[src/rtl/cordic_vectoring_iter.sv]
// Iterative vectoring-mode CORDIC: drives Vy to zero two micro-rotations per clock,
// returning the gain-scaled magnitude and the vector angle in whole degrees.
module cordic_vectoring_iter #(
   parameter int XY_W   = 19,
   parameter int Z_W    = 9,
   parameter int N_ITER = 8
) (
   input  logic                   clk,
   input  logic                   rst_n,
   input  logic                   in_valid,
   output logic                   in_ready,
   input  logic signed [XY_W-1:0] Vx,
   input  logic signed [XY_W-1:0] Vy,
   output logic                   out_valid,
   input  logic                   out_ready,
   output logic signed [XY_W-1:0] mag,
   output logic signed [Z_W-1:0]  angle
);

   localparam int N_PAIR = N_ITER / 2;
   localparam int K_W    = (N_PAIR > 1) ? $clog2(N_PAIR) : 1;

   typedef enum logic [1:0] {IDLE, ITER, DONE} state_t;

   state_t                 state, state_nxt;
   logic [K_W-1:0]         k;
   logic signed [XY_W-1:0] x, y, x0, y0, x1, y1, x2, y2;
   logic signed [Z_W-1:0]  z, z0, z1, z2;
   logic [3:0]             idx0, idx1;
   logic                   last_pair;

   function automatic logic signed [Z_W-1:0] atan_deg(input logic [3:0] i);
      case (i)
         4'd0:    atan_deg = Z_W'(45);
         4'd1:    atan_deg = Z_W'(27);
         4'd2:    atan_deg = Z_W'(14);
         4'd3:    atan_deg = Z_W'(7);
         4'd4:    atan_deg = Z_W'(4);
         4'd5:    atan_deg = Z_W'(2);
         4'd6:    atan_deg = Z_W'(1);
         default: atan_deg = '0;
      endcase
   endfunction

   assign in_ready  = (state == IDLE);
   assign last_pair = (k == K_W'(N_PAIR - 1));

   // Quadrant pre-rotation folds the left half-plane into |angle| <= 90 before iterating.
   always_comb begin
      x0 = Vx;
      y0 = Vy;
      z0 = '0;
      if (Vx[XY_W-1]) begin
         if (!Vy[XY_W-1]) begin
            x0 = Vy;
            y0 = -Vx;
            z0 = Z_W'(90);
         end else begin
            x0 = -Vy;
            y0 = Vx;
            z0 = Z_W'(-90);
         end
      end
   end

   // Two chained micro-rotations: i = 2k feeds i = 2k+1 within the same cycle.
   always_comb begin
      idx0 = 4'({k, 1'b0});
      idx1 = idx0 | 4'd1;
      if (!y[XY_W-1]) begin
         x1 = x + (y >>> idx0);
         y1 = y - (x >>> idx0);
         z1 = z + atan_deg(idx0);
      end else begin
         x1 = x - (y >>> idx0);
         y1 = y + (x >>> idx0);
         z1 = z - atan_deg(idx0);
      end
      if (!y1[XY_W-1]) begin
         x2 = x1 + (y1 >>> idx1);
         y2 = y1 - (x1 >>> idx1);
         z2 = z1 + atan_deg(idx1);
      end else begin
         x2 = x1 - (y1 >>> idx1);
         y2 = y1 + (x1 >>> idx1);
         z2 = z1 - atan_deg(idx1);
      end
   end

   always_ff @(posedge clk or negedge rst_n) begin
      if (!rst_n) state <= IDLE;
      else        state <= state_nxt;
   end

   always_comb begin
      state_nxt = state;
      case (state)
         IDLE:    if (in_valid) state_nxt = ITER;
         ITER:    if (last_pair) state_nxt = DONE;
         DONE:    if (out_ready) state_nxt = IDLE;
         default: state_nxt = IDLE;
      endcase
   end

   always_ff @(posedge clk or negedge rst_n) begin
      if (!rst_n) begin
         x         <= '0;
         y         <= '0;
         z         <= '0;
         k         <= '0;
         mag       <= '0;
         angle     <= '0;
         out_valid <= 1'b0;
      end else begin
         case (state)
            IDLE: begin
               if (in_valid) begin
                  x <= x0;
                  y <= y0;
                  z <= z0;
                  k <= '0;
               end
            end
            ITER: begin
               x <= x2;
               y <= y2;
               z <= z2;
               k <= k + K_W'(1);
               if (last_pair) begin
                  mag       <= x2;
                  angle     <= z2;
                  out_valid <= 1'b1;
               end
            end
            DONE: begin
               if (out_ready) out_valid <= 1'b0;
            end
            default: ;
         endcase
      end
   end

endmodule
[config.mk]
export PLATFORM = sky130hd
export DESIGN_NAME = cordic_vectoring_iter
export DESIGN_NICKNAME = d
export VERILOG_FILES = /design/src/rtl/cordic_vectoring_iter.sv
export SDC_FILE = /design/constraint.sdc
export NUM_CORES = 1
export LEC_CHECK = 0
export ABC_AREA = 1
export CAP_MARGIN = 10
export CORE_MARGIN = 5
export CORE_UTILIZATION = 35
export CTS_CLUSTER_SIZE = 30
export DETAILED_ROUTE_END_ITERATION = 12
export PLACE_DENSITY_LB_ADDON = 0.15
export SLEW_MARGIN = 25
export SYNTH_ARGS = -nofsm -noshare
export SYNTH_HDL_FRONTEND = slang
export SYNTH_SLANG_ARGS = --single-unit
[constraint.sdc]
create_clock -name clk -period 20.1 [get_ports clk]
set_input_delay 4.02 -clock clk [delete_from_list [all_inputs] [get_ports clk]]
set_output_delay 4.02 -clock clk [all_outputs]
set_load 0.02 [all_outputs]
==> results of run 1 <==
[sequential cells by signal, summed over array words and instances (netlist names)]
name,count
state,2
z,9
x,19
angle,9
k,2
mag,19
out_valid,1
y,19
[per-stage QoR]
stage / setup slack (ns) / hold slack [ns] / cells / cell area, µm²
6_report: 11.69 / 0.476 / 2476 / 13500
5_1_grt: 11.02 / 0.506 / 2476 / 13500
4_1_cts: 11.88 / 0.479 / 2476 / 13500
3_5_place_dp: 11.93 / 0.463 / 2461 / 13200
3_3_place_gp: 12.03 / 0.456 / 2461 / 13200
2_1_floorplan: 13.12 / 0.459 / 1993 / 12200
[synth_stat cells, types with 7 or more instances]
| library cell | number | area share, % |
|---|---|---|
| o21bai_1 | 7 | 0.43 |
| a31oi_1 | 20 | 1.0 |
| nor3_1 | 15 | 0.62 |
| nand3_2 | 10 | 0.82 |
| nand4_1 | 17 | 0.87 |
| ha_1 | 101 | 10 |
| inv_1 | 231 | 7.1 |
| nor2_1 | 141 | 4.3 |
| o211ai_1 | 26 | 1.6 |
| o22ai_1 | 9 | 0.46 |
| nand3_1 | 158 | 6.5 |
| xnor2_1 | 51 | 3.7 |
| o21ai_0 | 172 | 7.1 |
| buf_2 | 15 | 0.62 |
| xor2_1 | 70 | 5.0 |
| nand3b_1 | 7 | 0.43 |
| nand2_2 | 26 | 1.3 |
| nand2_1 | 561 | 17 |
| o21ai_1 | 13 | 0.53 |
| a21oi_1 | 122 | 5.0 |
| dfrtp_1 | 80 | 16 |
| o221ai_1 | 10 | 0.72 |
| clkbuf_1 | 37 | 1.1 |
| o31ai_1 | 10 | 0.62 |
[worst max-delay path by stage]
stage | start | endpoint | slack [ns] | depth (start not counted)
global placement | k[0] | x[17] | 12.03 | 39
finish | k[0] | mag[18] | 11.69 | 37
global route | k[0] | mag[18] | 11.02 | 42
floorplan | k[0] | x[18] | 13.12 | 47
detailed placement | k[0] | mag[18] | 11.93 | 37
CTS | k[0] | mag[18] | 11.88 | 37
[logic make-up (layout without fill, tap and decap cells)]
| logic type | count (synthesis) | after routing | synth area share, % |
|---|---|---|---|
| flops | 80 | 80 | 16.4 |
| fa+ha+maj | 107 | 107 | 11.4 |
| mux | 3 | 3 | 0.247 |
| simple gates | 962 | 962 | 33.9 |
| compound gates | 410 | 410 | 18.9 |
| buf+inv | 310 | 338 | 10.4 |
| xor+xnor | 121 | 121 | 8.70 |
[cell type report]
class | count | area share [%]
Clock inverter | 5 | 0.639
Tap cell | 455 | 4.21
Clock buffer | 10 | 1.77
Multi-Input combinational cell | 1603 | 66.0
Timing Repair Buffer | 83 | 5.91
Sequential cell | 80 | 14.8
Inverter | 240 | 6.68
[cells in the final DEF, fill, tap and decap left out, drive strengths merged, types with 3 or more instances in the layout]
| cell | count |
|---|---|
| nand2 | 590 |
| inv | 240 |
| o21ai | 190 |
| nand3 | 168 |
| nor2 | 150 |
| a21oi | 123 |
| ha | 101 |
| dfrtp | 80 |
| xor2 | 70 |
| clkdlybuf4s50 | 70 |
| xnor2 | 51 |
| o211ai | 26 |
| a31oi | 20 |
| nand4 | 17 |
| nor3 | 15 |
| buf | 13 |
| o31ai | 10 |
| o221ai | 10 |
| clkbuf | 10 |
| o22ai | 9 |
| nand3b | 7 |
| o21bai | 7 |
| or2 | 7 |
| a21o | 6 |
| fa | 6 |
| nor4 | 5 |
| clkinv | 3 |
| mux2i | 3 |
[routing by layer]
| layer | wire [µm] | up-vias | GRT usage [%] | part of all wire (%) |
|---|---|---|---|---|
| met5 | 0 | - | 0 | 0 |
| met1 | 22800 | 6152 | 35.6 | 48 |
| met3 | 2890 | 59 | 2.39 | 6.1 |
| met2 | 20400 | 447 | 37.4 | 43 |
| met4 | 1280 | 0 | 6.62 | 2.7 |
| li1 | - | 6614 | - | - |
[critical path, delay by kind of cell (launching register included)]
family	cells	cell delay [ns]
compound gates	15	3.58
flops	1	0.36
buf+inv	5	1.16
mux	1	0.20
fa+ha+maj	4	1.33
simple gates	10	1.05
xor+xnor	2	0.51
==> results.md, run 1 <==
- Chip width: about 200 µm
- Die height: slightly below 200 µm
- Clk sinks: 80
- CP Launch Type: flip-flop
- Worst-Skew Late Latency: 0.36 ns
- Vias in the first global route: 12.4k
- Setup Fix Bufs, Post-CTS: 0
- RR Startpoint: k[0]
- Nets: 2166
- HP Class: flip-flop to flip-flop
- Core ar.: 34500 µm²
- Syn Inst Count: 1993
- Max cap viols: 0
- CTS root buffer: clkbuf_16
- Post-synthesis cell type count: 50
- Starting Density: 35.3%
- Post-CTS Hold Buffers: 0
- Rel. slew slack: 38.1%
- Synthesized area per cell: 6.11 µm²
- Layout cells sized above 1: 4.85%
- Largest fanout on the critical path: 82
- TNS Setup: 0 ns
- Crit Path Class: flip-flop to flip-flop
- Slew Viols, Final: 0
- Hold Vio Cnt, Final: 0
- Crit end category: flip-flop
- Post-DP HPWL: 38900 µm
- GRT Overall Usage: 24.1%
- PortBufs: approximately 70
- CTS clk-pin slew, worst paths: 0.07 ns
- Status: complete, no violations
- Fin util: 39.2%
- Critical Path RT: 20.35 ns
- Initial DRT Pass Iterations: 5
- Sequential share of the synthesized area: 16.4%
- Gr ovfl total: 0
- Mapped Area: 12200 µm²
- Diode count: 0
- Max Fclk: roughly 120 MHz
- Initial antenna violation count: 0
- RSZ-0062 raised after global routing: false
- Drt drc: 0
- Slowest cell on crit path: buf_4
- First-pass GRT wire length: slightly above 70000 µm
- Worst Skew: 0.0181 ns
- Die Footprint: 38600 µm²
- Multi-input gate area in the final layout: ~8900 µm²
- Worst slew pin tran: 0.928 ns
- Area occupied by registers: around 2000 µm²
- CTS Buf Count: 9
- Vias per cell: approximately 5.4
- Vias: approximately 13k
- Placer Congestion: 1.03
- Drt total wl: 47400 µm
- R2R Setup Slk: 11.69 ns
- Fillers: approximately 3.8k
- Most frequent CP cell: o21ai_0
- Initial drt markers: 1250
- CTS tree: built
- Wire per inst: 19.1 µm
- DRT antenna net count: 0
- I/O pin count: 72
- Min-delay src: out_valid
- Hold depth: 2
- Post-cts resize count: 0
- Largest net degree at the start of global routing: 83
- Hold Path End: out_valid
- Synthesized flop and latch total: 80
- Syn Nets: 2142
- Top FF cell, synth: dfrtp_1
- CTS Buffer Depth: 2
- Worst r2r dst: mag[18]
- Max stage delay on crit path: 0.68 ns
- Data arrival time of the worst path: 8.66 ns
- Final worst-path cycle share: 41.8%
- Final setup viols: 0
- Tmin final: approximately 8.4 ns
- Rows: 68
- Syn-to-layout area delta: 11.0%
- Asr flop ratio synth: between 90% and 100%
- Reg2reg path depth: 37
- Warnings, synthesis: 0
- H-tree depth: 3
- EDFF count, synth: 0
Power of run 1 is not shown: default switching activity piles up to over one toggle a cycle in this logic, so the estimate is an artifact.
==> run 2: changes to the inputs <==
- clock period: 20.1 -> 6.9 ns (I/O delays scaled with it)
==> run 2 against run 1 <==
  * Clock skew shrank 0.0081 ns
  * Sequential share of layout area shrank 1.9 points
  * Critical path depth rose by 5
  * Fmax rose by 28%
  * Setup slack got worse by 11 ns
  * Clock-buffer cell count unchanged
  * Die area is the same
  * Register-to-register slack got worse by 11 ns
  * Global-route usage up 0.92 points
==> results.md, run 2 (synthesized netlist as in run 1, its figures left out) <==
- Most frequent CP cell: nand2_1
- Tmin final: roughly 6.6 ns
- Max stage delay on crit path: approximately 0.48 ns
- CTS tree: built
- Commonest non-fill, non-tap cells in the layout: 558 x nand2_1, 228 x inv_1, 200 x buf_4
- CTS Buf Count: 9
- Worst-Skew Late Latency: 0.36 ns
- CP Launch Type: flip-flop
- Layout cells sized above 1: between 15 and 20%
- H-tree depth: 3
- Vias: approximately 14k
- Crit end category: flip-flop
- Worst Skew: about 0.010 ns
- Critical Path RT: 7.14 ns
- CTS clk-pin slew, worst paths: approximately 0.070 ns
- PortBufs: 71
- CP bufs+invs: 7
- Slowest cell on crit path: dfrtp_2
- Status: complete, no violations
- Vias per cell: 5.26
- CTS Buffer Depth: 2
- Nets: 2363
- Initial drt markers: 1222
- HP Class: flip-flop to flip-flop
- Vias in the first global route: ~13k
- CTS root buffer: clkbuf_16
- Commonest non-fill, non-tap cell in the layout: nand2_1
- Final Instance Count excl. Fillers: 2674
- Core ar.: 34500 µm²
- Post-DP HPWL: 40500 µm
- Diode count: 0
- Initial DRT Pass Iterations: 5
- Starting Density: a little over a third
- Final setup viols: 0
- Max Fclk: 152 MHz
- Largest regs: mag (19), x (19), y (19)
- First-pass GRT wire length: 75500 µm
- Die height: ~200 µm
- GRT Overall Usage: 25.0%
- Hold Vio Cnt, Final: 0
- Chip width: around 200 µm
- Syn-to-layout area delta: 26.8%
- Worst slew pin tran: 0.908 ns
- Rel. slew slack: a little under 40%
- RSZ-0062 raised after global routing: true
- CP delay by family, top: compound AO/OA/AOI/OAI gates
- Wire per inst: 18.8 µm
- Largest fanout on the critical path: 10
- Die Footprint: 38600 µm²
- Initial antenna violation count: 0
- TNS Setup: 0 ns
- DRT antenna net count: 0
- Final worst-path cycle share: a little over nine tenths
- Post-CTS Hold Buffers: 0
- Largest net degree at the start of global routing: 60
- Data arrival time of the worst path: 6.82 ns
- I/O pin count: 72
- Placer Congestion: a little under 1
- Drt total wl: roughly 50000 µm
- Max cap viols: 0
- Inst Count DP: between 2k and 3k
- Final hold slack: 0.474 ns
- Slew Viols, Final: 0
- Drt drc: 0
- Gr ovfl total: 0
- Crit Path Class: flip-flop to flip-flop
- Clk sinks: 80
- Rows: 68
==> run 2: per-layer routing <==
layer	GRT usage (%)	wire [µm]	vias up
li1	-	-	7026
met5	0	0	-
met1	36.6	23900	6486
met4	7.37	1470	0
met2	38.1	21600	475
met3	3.56	3370	83
==> run 2: area by class of cell <==
type | instances | area [µm²]
clock buffer | 10 | 229
tap | 455 | 569
multi-input combinational | 1604 | 9260
inverter | 240 | 915
fill | 3697 | 19000
sequential | 80 | 2000
clock inverter | 6 | 93.8
timing repair buffer | 279 | 2370
==> run 2: what timing repair did <==
action                     CTS  global route
gates cloned                 0             3
resized for setup           11           102
setup endpoints to repair   13            25
pin swaps                    0            29
buffers inserted             0            20
==> run 2: worst register-to-register path, delay by kind of cell (launching register included) <==
kind	cells	cell delay [ns]
DFF	1	0.48
and+or+nand+nor	17	1.83
xor gates and xnor gates	2	0.40
buffers and inverters	7	0.68
AOI/OAI and AO/OA	13	2.18
adders and majority gates	3	0.88
==> run 2: metrics by stage <==
stage / util (%) / area, µm² / setup slack (ns)
after floorplan: - / 12200 / 0.0333
after global placement: 42.1 / 14500 / -0.262
after CTS: 43.2 / 14900 / 0.00497
after detailed placement: 42.1 / 14500 / -0.516
final: 44.8 / 15400 / 0.318
after global routing: 44.8 / 15400 / -0.112
==> run 2: final timing paths <==
check | startpoint | endpoint | slack, ns | depth (start not counted)
max reg2reg | k[0] | x[17] | 0.32 | 42
min in group asynchronous | rst_n | angle[7] | 0.94 | 1
min reg2reg | out_valid | out_valid | 0.47 | 2
min | out_valid | out_valid | 0.47 | 2
max in group asynchronous | rst_n | k[0] | 4.82 | 2
max | k[0] | x[17] | 0.32 | 42
Power of run 2 is left out for the same reason.
